File: src/rtl/uart_boot_loader_if.sv
// uart_boot_loader_if
//   Byte-lane write bus from the boot loader to BRAM port A.
//   mem_we   : 4-bit one-hot byte-lane write enable, single-cycle pulse per byte
//   mem_addr : word-aligned byte address (bits [1:0] always 0)
//   mem_di   : write data, the received byte replicated on all four lanes
//   master   : the loader (drives the bus); slave: the memory / port-A mux
interface uart_boot_loader_if;
  logic [3:0]  mem_we;
  logic [31:0] mem_addr;
  logic [31:0] mem_di;

  modport master (output mem_we, output mem_addr, output mem_di);
  modport slave  (input  mem_we, input  mem_addr, input  mem_di);
endinterface

File: src/rtl/uart_boot_loader.sv
// uart_boot_loader
//   Holds the core in reset, receives a program image over UART and writes it
//   byte-by-byte into BRAM port A, then releases the core.
//   Image format: 4-byte little-endian length LEN, then LEN payload bytes.
//   Optional macro BOOT_CHECKSUM_EN: one trailing byte equal to the sum of the
//   payload bytes mod 256 is required before the load is accepted.
// Ports
//   clk, rst_n : clock, asynchronous active-low reset
//   rx         : UART receive line (idle high, asynchronous to clk)
//   mem        : write bus to BRAM port A (master modport)
//   cpu_rst_n  : core reset, held low until a successful load
//   busy       : high from the first header start bit until DONE or ERR
//   done       : sticky, successful load
//   error      : sticky, framing / length / checksum failure
module uart_boot_loader #(
  parameter int CLK_HZ    = 100_000_000,
  parameter int BAUD      = 115200,
  parameter int MAX_BYTES = 16384
) (
  input  logic                 clk,
  input  logic                 rst_n,
  input  logic                 rx,
  uart_boot_loader_if.master   mem,
  output logic                 cpu_rst_n,
  output logic                 busy,
  output logic                 done,
  output logic                 error
);
  localparam int CPB = CLK_HZ / BAUD;
  localparam int CW  = $clog2(CPB) + 1;
  localparam logic [CW-1:0] BIT_M1  = CW'(CPB - 1);
  localparam logic [CW-1:0] HALF_M1 = CW'(CPB / 2 - 1);

  typedef enum logic [1:0] {RX_IDLE, RX_START, RX_DATA, RX_STOP} rx_state_e;
  typedef enum logic [2:0] {S_HDR, S_DATA, S_CHK, S_DONE, S_ERR} state_e;

  // ---------------- RX front end ----------------
  logic            rx_s1_q, rx_s2_q, rx_prev_q;
  rx_state_e       rx_state_q, rx_state_d;
  logic [CW-1:0]   cnt_q, cnt_d;
  logic [2:0]      bit_q, bit_d;
  logic [7:0]      shift_q, shift_d;
  logic            rx_valid_q, rx_valid_d;
  logic            frame_err_q, frame_err_d;
  logic            start_ok;

  always_comb begin
    rx_state_d  = rx_state_q;
    cnt_d       = cnt_q + 1'b1;
    bit_d       = bit_q;
    shift_d     = shift_q;
    rx_valid_d  = 1'b0;
    frame_err_d = 1'b0;
    start_ok    = 1'b0;
    case (rx_state_q)
      RX_IDLE: begin
        cnt_d = '0;
        if (rx_prev_q && !rx_s2_q) rx_state_d = RX_START;
      end
      RX_START: begin
        // Re-check the line half a bit later; a short low pulse is rejected.
        if (cnt_q == HALF_M1) begin
          cnt_d = '0;
          if (!rx_s2_q) begin
            start_ok   = 1'b1;
            bit_d      = '0;
            rx_state_d = RX_DATA;
          end else begin
            rx_state_d = RX_IDLE;
          end
        end
      end
      RX_DATA: begin
        if (cnt_q == BIT_M1) begin
          cnt_d   = '0;
          shift_d = {rx_s2_q, shift_q[7:1]};  // LSB arrives first
          bit_d   = bit_q + 1'b1;
          if (bit_q == 3'd7) rx_state_d = RX_STOP;
        end
      end
      default: begin  // RX_STOP
        if (cnt_q == BIT_M1) begin
          cnt_d       = '0;
          rx_state_d  = RX_IDLE;
          rx_valid_d  = rx_s2_q;
          frame_err_d = !rx_s2_q;
        end
      end
    endcase
  end

  // ---------------- Loader FSM ----------------
  state_e       state_q, state_d;
  logic [1:0]   hdr_cnt_q, hdr_cnt_d;
  logic [31:0]  len_q, len_d, new_len;
  logic [31:0]  idx_q, idx_d;
  logic [7:0]   sum_q, sum_d;
  logic [3:0]   we_q, we_d;
  logic [31:0]  addr_q, addr_d, di_q, di_d;
  logic         busy_q, busy_d, done_q, done_d, err_q, err_d, cpu_rst_n_q, cpu_rst_n_d;
  logic         go_done, go_err, go_tail;

  assign new_len = {shift_q, len_q[31:8]};

  always_comb begin
    state_d     = state_q;
    hdr_cnt_d   = hdr_cnt_q;
    len_d       = len_q;
    idx_d       = idx_q;
    sum_d       = sum_q;
    we_d        = '0;
    addr_d      = addr_q;
    di_d        = di_q;
    busy_d      = busy_q;
    done_d      = done_q;
    err_d       = err_q;
    cpu_rst_n_d = cpu_rst_n_q;
    go_done     = 1'b0;
    go_err      = 1'b0;
    go_tail     = 1'b0;  // payload finished: checksum byte next, or done
    case (state_q)
      S_HDR: begin
        if (start_ok) busy_d = 1'b1;
        if (frame_err_q) go_err = 1'b1;
        else if (rx_valid_q) begin
          len_d     = new_len;
          hdr_cnt_d = hdr_cnt_q + 1'b1;
          if (hdr_cnt_q == 2'd3) begin
            if (new_len == 32'd0)                  go_tail = 1'b1;
            else if (new_len > 32'(MAX_BYTES))     go_err  = 1'b1;
            else begin
              state_d = S_DATA;
              idx_d   = '0;
              sum_d   = '0;
            end
          end
        end
      end
      S_DATA: begin
        if (frame_err_q) go_err = 1'b1;
        else begin
          if (rx_valid_q) begin
            we_d   = 4'b0001 << idx_q[1:0];
            addr_d = {idx_q[31:2], 2'b00};
            di_d   = {4{shift_q}};
            idx_d  = idx_q + 1'b1;
            sum_d  = sum_q + shift_q;
          end
          // Leave DATA during the final write pulse so DONE follows it by one clk.
          if (we_q != 4'b0000 && idx_q == len_q) go_tail = 1'b1;
        end
      end
      S_CHK: begin
        if (frame_err_q) go_err = 1'b1;
        else if (rx_valid_q) begin
          if (shift_q == sum_q) go_done = 1'b1;
          else                  go_err  = 1'b1;
        end
      end
      default: ;  // S_DONE / S_ERR hold until reset
    endcase

`ifdef BOOT_CHECKSUM_EN
    if (go_tail) state_d = S_CHK;
`else
    if (go_tail) go_done = 1'b1;
`endif
    if (go_done) begin
      state_d     = S_DONE;
      done_d      = 1'b1;
      cpu_rst_n_d = 1'b1;
      busy_d      = 1'b0;
    end
    if (go_err) begin
      state_d = S_ERR;
      err_d   = 1'b1;
      busy_d  = 1'b0;
    end
  end

  always_ff @(posedge clk or negedge rst_n) begin
    if (!rst_n) begin
      rx_s1_q     <= 1'b1;
      rx_s2_q     <= 1'b1;
      rx_prev_q   <= 1'b1;
      rx_state_q  <= RX_IDLE;
      cnt_q       <= '0;
      bit_q       <= '0;
      shift_q     <= '0;
      rx_valid_q  <= 1'b0;
      frame_err_q <= 1'b0;
      state_q     <= S_HDR;
      hdr_cnt_q   <= '0;
      len_q       <= '0;
      idx_q       <= '0;
      sum_q       <= '0;
      we_q        <= '0;
      addr_q      <= '0;
      di_q        <= '0;
      busy_q      <= 1'b0;
      done_q      <= 1'b0;
      err_q       <= 1'b0;
      cpu_rst_n_q <= 1'b0;
    end else begin
      rx_s1_q     <= rx;
      rx_s2_q     <= rx_s1_q;
      rx_prev_q   <= rx_s2_q;
      rx_state_q  <= rx_state_d;
      cnt_q       <= cnt_d;
      bit_q       <= bit_d;
      shift_q     <= shift_d;
      rx_valid_q  <= rx_valid_d;
      frame_err_q <= frame_err_d;
      state_q     <= state_d;
      hdr_cnt_q   <= hdr_cnt_d;
      len_q       <= len_d;
      idx_q       <= idx_d;
      sum_q       <= sum_d;
      we_q        <= we_d;
      addr_q      <= addr_d;
      di_q        <= di_d;
      busy_q      <= busy_d;
      done_q      <= done_d;
      err_q       <= err_d;
      cpu_rst_n_q <= cpu_rst_n_d;
    end
  end

  assign mem.mem_we   = we_q;
  assign mem.mem_addr = addr_q;
  assign mem.mem_di   = di_q;
  assign cpu_rst_n    = cpu_rst_n_q;
  assign busy         = busy_q;
  assign done         = done_q;
  assign error        = err_q;
endmodule
File: src/flat_wrapper.sv
// flat-port wrapper written by rule: the top's interface ports become plain ports
module uart_boot_loader_flat 
#(
  parameter int CLK_HZ    = 100_000_000,
  parameter int BAUD      = 115200,
  parameter int MAX_BYTES = 16384
)
  (clk, rst_n, rx, cpu_rst_n, busy, done, error, mem_mem_we, mem_mem_addr, mem_mem_di);
  uart_boot_loader_if mem_i ();
  input  logic clk;
  input  logic rst_n;
  input  logic rx;
  output logic cpu_rst_n;
  output logic busy;
  output logic done;
  output logic error;
  output wire logic [$bits(mem_i.mem_we)-1:0] mem_mem_we;
  output wire logic [$bits(mem_i.mem_addr)-1:0] mem_mem_addr;
  output wire logic [$bits(mem_i.mem_di)-1:0] mem_mem_di;
  assign mem_mem_we = mem_i.mem_we;
  assign mem_mem_addr = mem_i.mem_addr;
  assign mem_mem_di = mem_i.mem_di;
  uart_boot_loader #(.CLK_HZ(CLK_HZ), .BAUD(BAUD), .MAX_BYTES(MAX_BYTES)) u_core (.clk(clk), .rst_n(rst_n), .rx(rx), .mem(mem_i), .cpu_rst_n(cpu_rst_n), .busy(busy), .done(done), .error(error));
endmodule
File: config.mk
export PLATFORM = sky130hd
export DESIGN_NAME = uart_boot_loader_flat
export DESIGN_NICKNAME = d
export VERILOG_FILES = /design/src/rtl/uart_boot_loader_if.sv /design/src/rtl/uart_boot_loader.sv /design/src/flat_wrapper.sv
export SDC_FILE = /design/constraint.sdc
export NUM_CORES = 1
export LEC_CHECK = 0
export CAP_MARGIN = 20
export CORE_MARGIN = 10
export CORE_UTILIZATION = 45
export DETAILED_ROUTE_END_ITERATION = 10
export PLACE_DENSITY = 0.65
export SYNTH_ARGS = -nofsm -noshare
export SYNTH_HDL_FRONTEND = slang
export SYNTH_SLANG_ARGS = --single-unit
File: constraint.sdc
create_clock -name clk -period 4.3 [get_ports clk]
set_clock_uncertainty 0.15 [all_clocks]
set_input_delay 0.43 -clock clk [delete_from_list [all_inputs] [get_ports clk]]
set_output_delay 0.43 -clock clk [all_outputs]
set_load 0.01 [all_outputs]
==> results by group <==
Run status
  • Status: finished, final reports clean

Worst setup path
  • Critical-path top delay cell: a22o_1
  • Critical Path RT: about 4.5 ns
  • WP buf/inv: 1
  • CP cell instances: nor2b_1 > nand2_1 > buf_4 > a211o_1 > a22o_1 > nor4_1 > mux2i_1
  • Crit Path Class: register to register
  • Peak per-stage delay on the critical path: about 0.56 ns
  • Critical Path End Type: register
  • CP Data Arrival Time: 3.45 ns
  • CP delay by family, top: simple AND/OR/NAND/NOR gates
  • Largest fanout on the critical path: 28
  • CP startpoint kind: register

GRT
  • Vias in the first global route: roughly 5.5k
  • Largest net degree at the start of global routing: 96
  • Antenna violations before repair: 0
  • Global-route wire length before repair: slightly below 30000 um
  • Grt ovf: 0
  • GRT Util Overall: about 16%

Synth
  • Cell Area, Synth: roughly 7600 um2
  • Mapped Cells: slightly above 800
  • Synth Flop Type: dfrtp_1
  • Synth Warn #: 0
  • Post-synthesis sequential area ratio: 50.1%
  • Post-Syn Area per Cell: 9.35 um2
  • FF+latch count, synth: roughly 150
  • Post-synth cell types: 62
  • Async S/R FF share, synth: 100%
  • Post-synth EDFFs: 0

Power
  • Pwr dens: approximately 360 nW/um2
  • Peak VDD IR: between 0.0002 and 0.0003 V
  • Leakage: approximately 4.2 nW
  • Design Power: 3.21 mW

Cells and area
  • Nets@finish: around 860
  • Synthesis-to-finish area growth: 18.5%
  • Antenna cells: 0
  • Share of cells above drive strength 1: between 8 and 9%
  • FILL cells: around 1.5k
  • Final Non-Filler Cells: ~1.1k

Clock tree
  • Clk sink count: approximately 150
  • CTS tree: yes
  • Postcts setup bufs: 0
  • Clk buf depth: 2
  • Post_cts resized: 0
  • Clk slew on worst S/H paths: 0.06 ns
  • H-tree Lvls: 4
  • Clock root cell: clkbuf_16
  • Num CTS Buffers: 17
  • Clock Latency Late Sink: around 0.43 ns

Floorplan
  • # IOs: 75
  • Core area: 16500 um2
  • # rows: 47
  • Die footprint: 22400 um2
  • Die height: ~150 um
  • Overall die width: 150 um
  • Initial Util: a little under half

STA
  • Minimum clock period: about 3.2 ns
  • Worst slew pin tran: 1.08 ns
  • Slew Limit Fails: 0
  • Worst relative slew slack: between 20 and 30%
  • Final setup viols: 0
  • Final worst-path cycle share: between 70 and 80%
  • RSZ-0062 raised after global routing: false
  • TNS Setup: 0 ns
  • WHS: 0.205 ns
  • Min setup slack post-route: about 1.1 ns
  • Max Clk Rate: 308 MHz
  • Fin. Hold Viols: 0

Worst hold path
  • HP Class: register to register

Detailed routing
  • Vias/cell: 5.37
  • Routed WL: between 15000 and 20000 um
  • Post-DRT Antenna Nets: 0
  • # DRC: 0
  • Drt first pass iters: 5
  • Via count: approximately 5.8k
  • First-iteration detailed-routing DRC count: 468
  • WL/cell: between 15 and 20 um

Job
  • Max-Cap Viols: 0

Placement
  • Placed instance count: 1043
  • Pre-CTS setup slack: between 1 and 1.5 ns
  • Hpwl dp: around 12000 um
  • GPL Wtd Cong: around 0.86
  • IO buf count: 72
## final timing paths
path	from	to	slack (ns)	depth (start not counted)
max	u_core.frame_err_q$_DFF_PN0_	u_core.idx_q[26]$_DFFE_PN0P_	1.05	7
min	u_core.rx_s1_q$_DFF_PN1_	u_core.rx_s2_q$_DFF_PN1_	0.21	0
max reg2reg	u_core.frame_err_q$_DFF_PN0_	u_core.idx_q[26]$_DFFE_PN0P_	1.05	7
min reg2reg	u_core.rx_s1_q$_DFF_PN1_	u_core.rx_s2_q$_DFF_PN1_	0.21	0
max in group asynchronous	rst_n	u_core.idx_q[3]$_DFFE_PN0P_	2.66	3
min in group asynchronous	rst_n	u_core.cnt_q[6]$_DFF_PN0_	0.52	2
## cell type report
type	count	area, um2	area share [%]
flip-flops and latches	151	3780	42.3
multi-input cells	572	3340	37.3
repair buffers	82	832	9.30
clock buffers	25	505	5.65
well taps	220	275	3.08
clock inverters	7	141	1.58
inverters	20	75.1	0.839
## cell usage after synthesis, types with 14 or more instances
cell type | instances | share of area [%]
nand2_1 | 247 | 12
dfrtp_1 | 148 | 49
xnor2_1 | 34 | 3.9
nor2_1 | 33 | 1.6
buf_4 | 27 | 2.7
o21ai_0 | 26 | 1.7
clkbuf_1 | 24 | 1.2
inv_1 | 20 | 0.99
nand3_1 | 17 | 1.1
ha_1 | 16 | 2.7
nor4_1 | 14 | 1.2
## registers in the layout, indices dropped and copies added (netlist names)
register	flops
u_core.idx_q	32
u_core.len_q	32
u_core.mem.mem_addr	30
u_core.cnt_q	11
u_core.mem.mem_di	8
u_core.shift_q	8
u_core.sum_q	8
u_core.mem.mem_we	4
u_core.bit_q	3
u_core.state_q	3
u_core.hdr_cnt_q	2
u_core.rx_state_q	2
u_core.busy	1
u_core.done	1
u_core.error	1
u_core.frame_err_q	1
u_core.rx_prev_q	1
u_core.rx_s1_q	1
u_core.rx_s2_q	1
u_core.rx_valid_q	1
## cell usage in the layout, fill, tap and decap left out, types with 5 or more instances in the layout
cell type        instances
a21oi_1                 12
buf_4                    7
clkbuf_16               17
clkbuf_8                 5
clkdlybuf4s50_1         71
dfrtp_1                148
ha_1                    16
inv_1                   20
mux2_2                   9
mux2i_1                  9
nand2_1                246
nand2b_1                13
nand3_1                 17
nand4_1                 12
nor2_1                  33
nor3_1                   8
nor4_1                  14
nor4_2                   6
o211ai_1                 8
o21ai_0                 26
o311ai_1                 7
o41ai_1                  8
or2_2                    5
or3_1                    5
or4_1                   11
xnor2_1                 34
xor2_1                  13
## metal layers
layer	share of wire, %	routed length, um	up-vias	track usage [%]
met5	0	0	-	0
met4	1.6	280	0	5.20
met3	6.7	1190	25	4.68
met2	44	7940	168	24.2
met1	47	8480	2784	23.0
li1	-	-	2807	-
## cells by family (layout without fill, tap and decap cells)
logic type	count (synthesis)	in the layout	synth area share (%)
flops	151	151	50.1
buf+inv	86	134	5.81
other cells	1	2	0.0496
simple gates	395	395	24.6
xor+xnor	47	47	5.45
fa+ha+maj	17	17	2.92
mux	18	18	2.53
compound gates	93	93	8.58
## timing repair
item,4_1_cts,5_1_grt
endpoints found under the hold margin,16,0
setup endpoints to repair,0,0
hold buffers,1,0
## report_power, final
part / switching (mW) / leakage (nW) / internal [mW]
Sequential: 0.0303 / 2.09 / 1.45
Clock: 0.578 / 0.314 / 1.05
Combinational: 0.0666 / 1.79 / 0.0372
Total: 0.675 / 4.20 / 2.53
## through the flow
| stage | instance area [um2] | util [%] |
|---|---|---|
| after floorplan | 7560 | - |
| after global placement | 8270 | 50.0 |
| after detailed placement | 8270 | 50.0 |
| after CTS | 8920 | 54.0 |
| after global routing | 8950 | 54.2 |
| final | 8950 | 54.2 |
No activity file was read; power rests on OpenSTA's default activity.
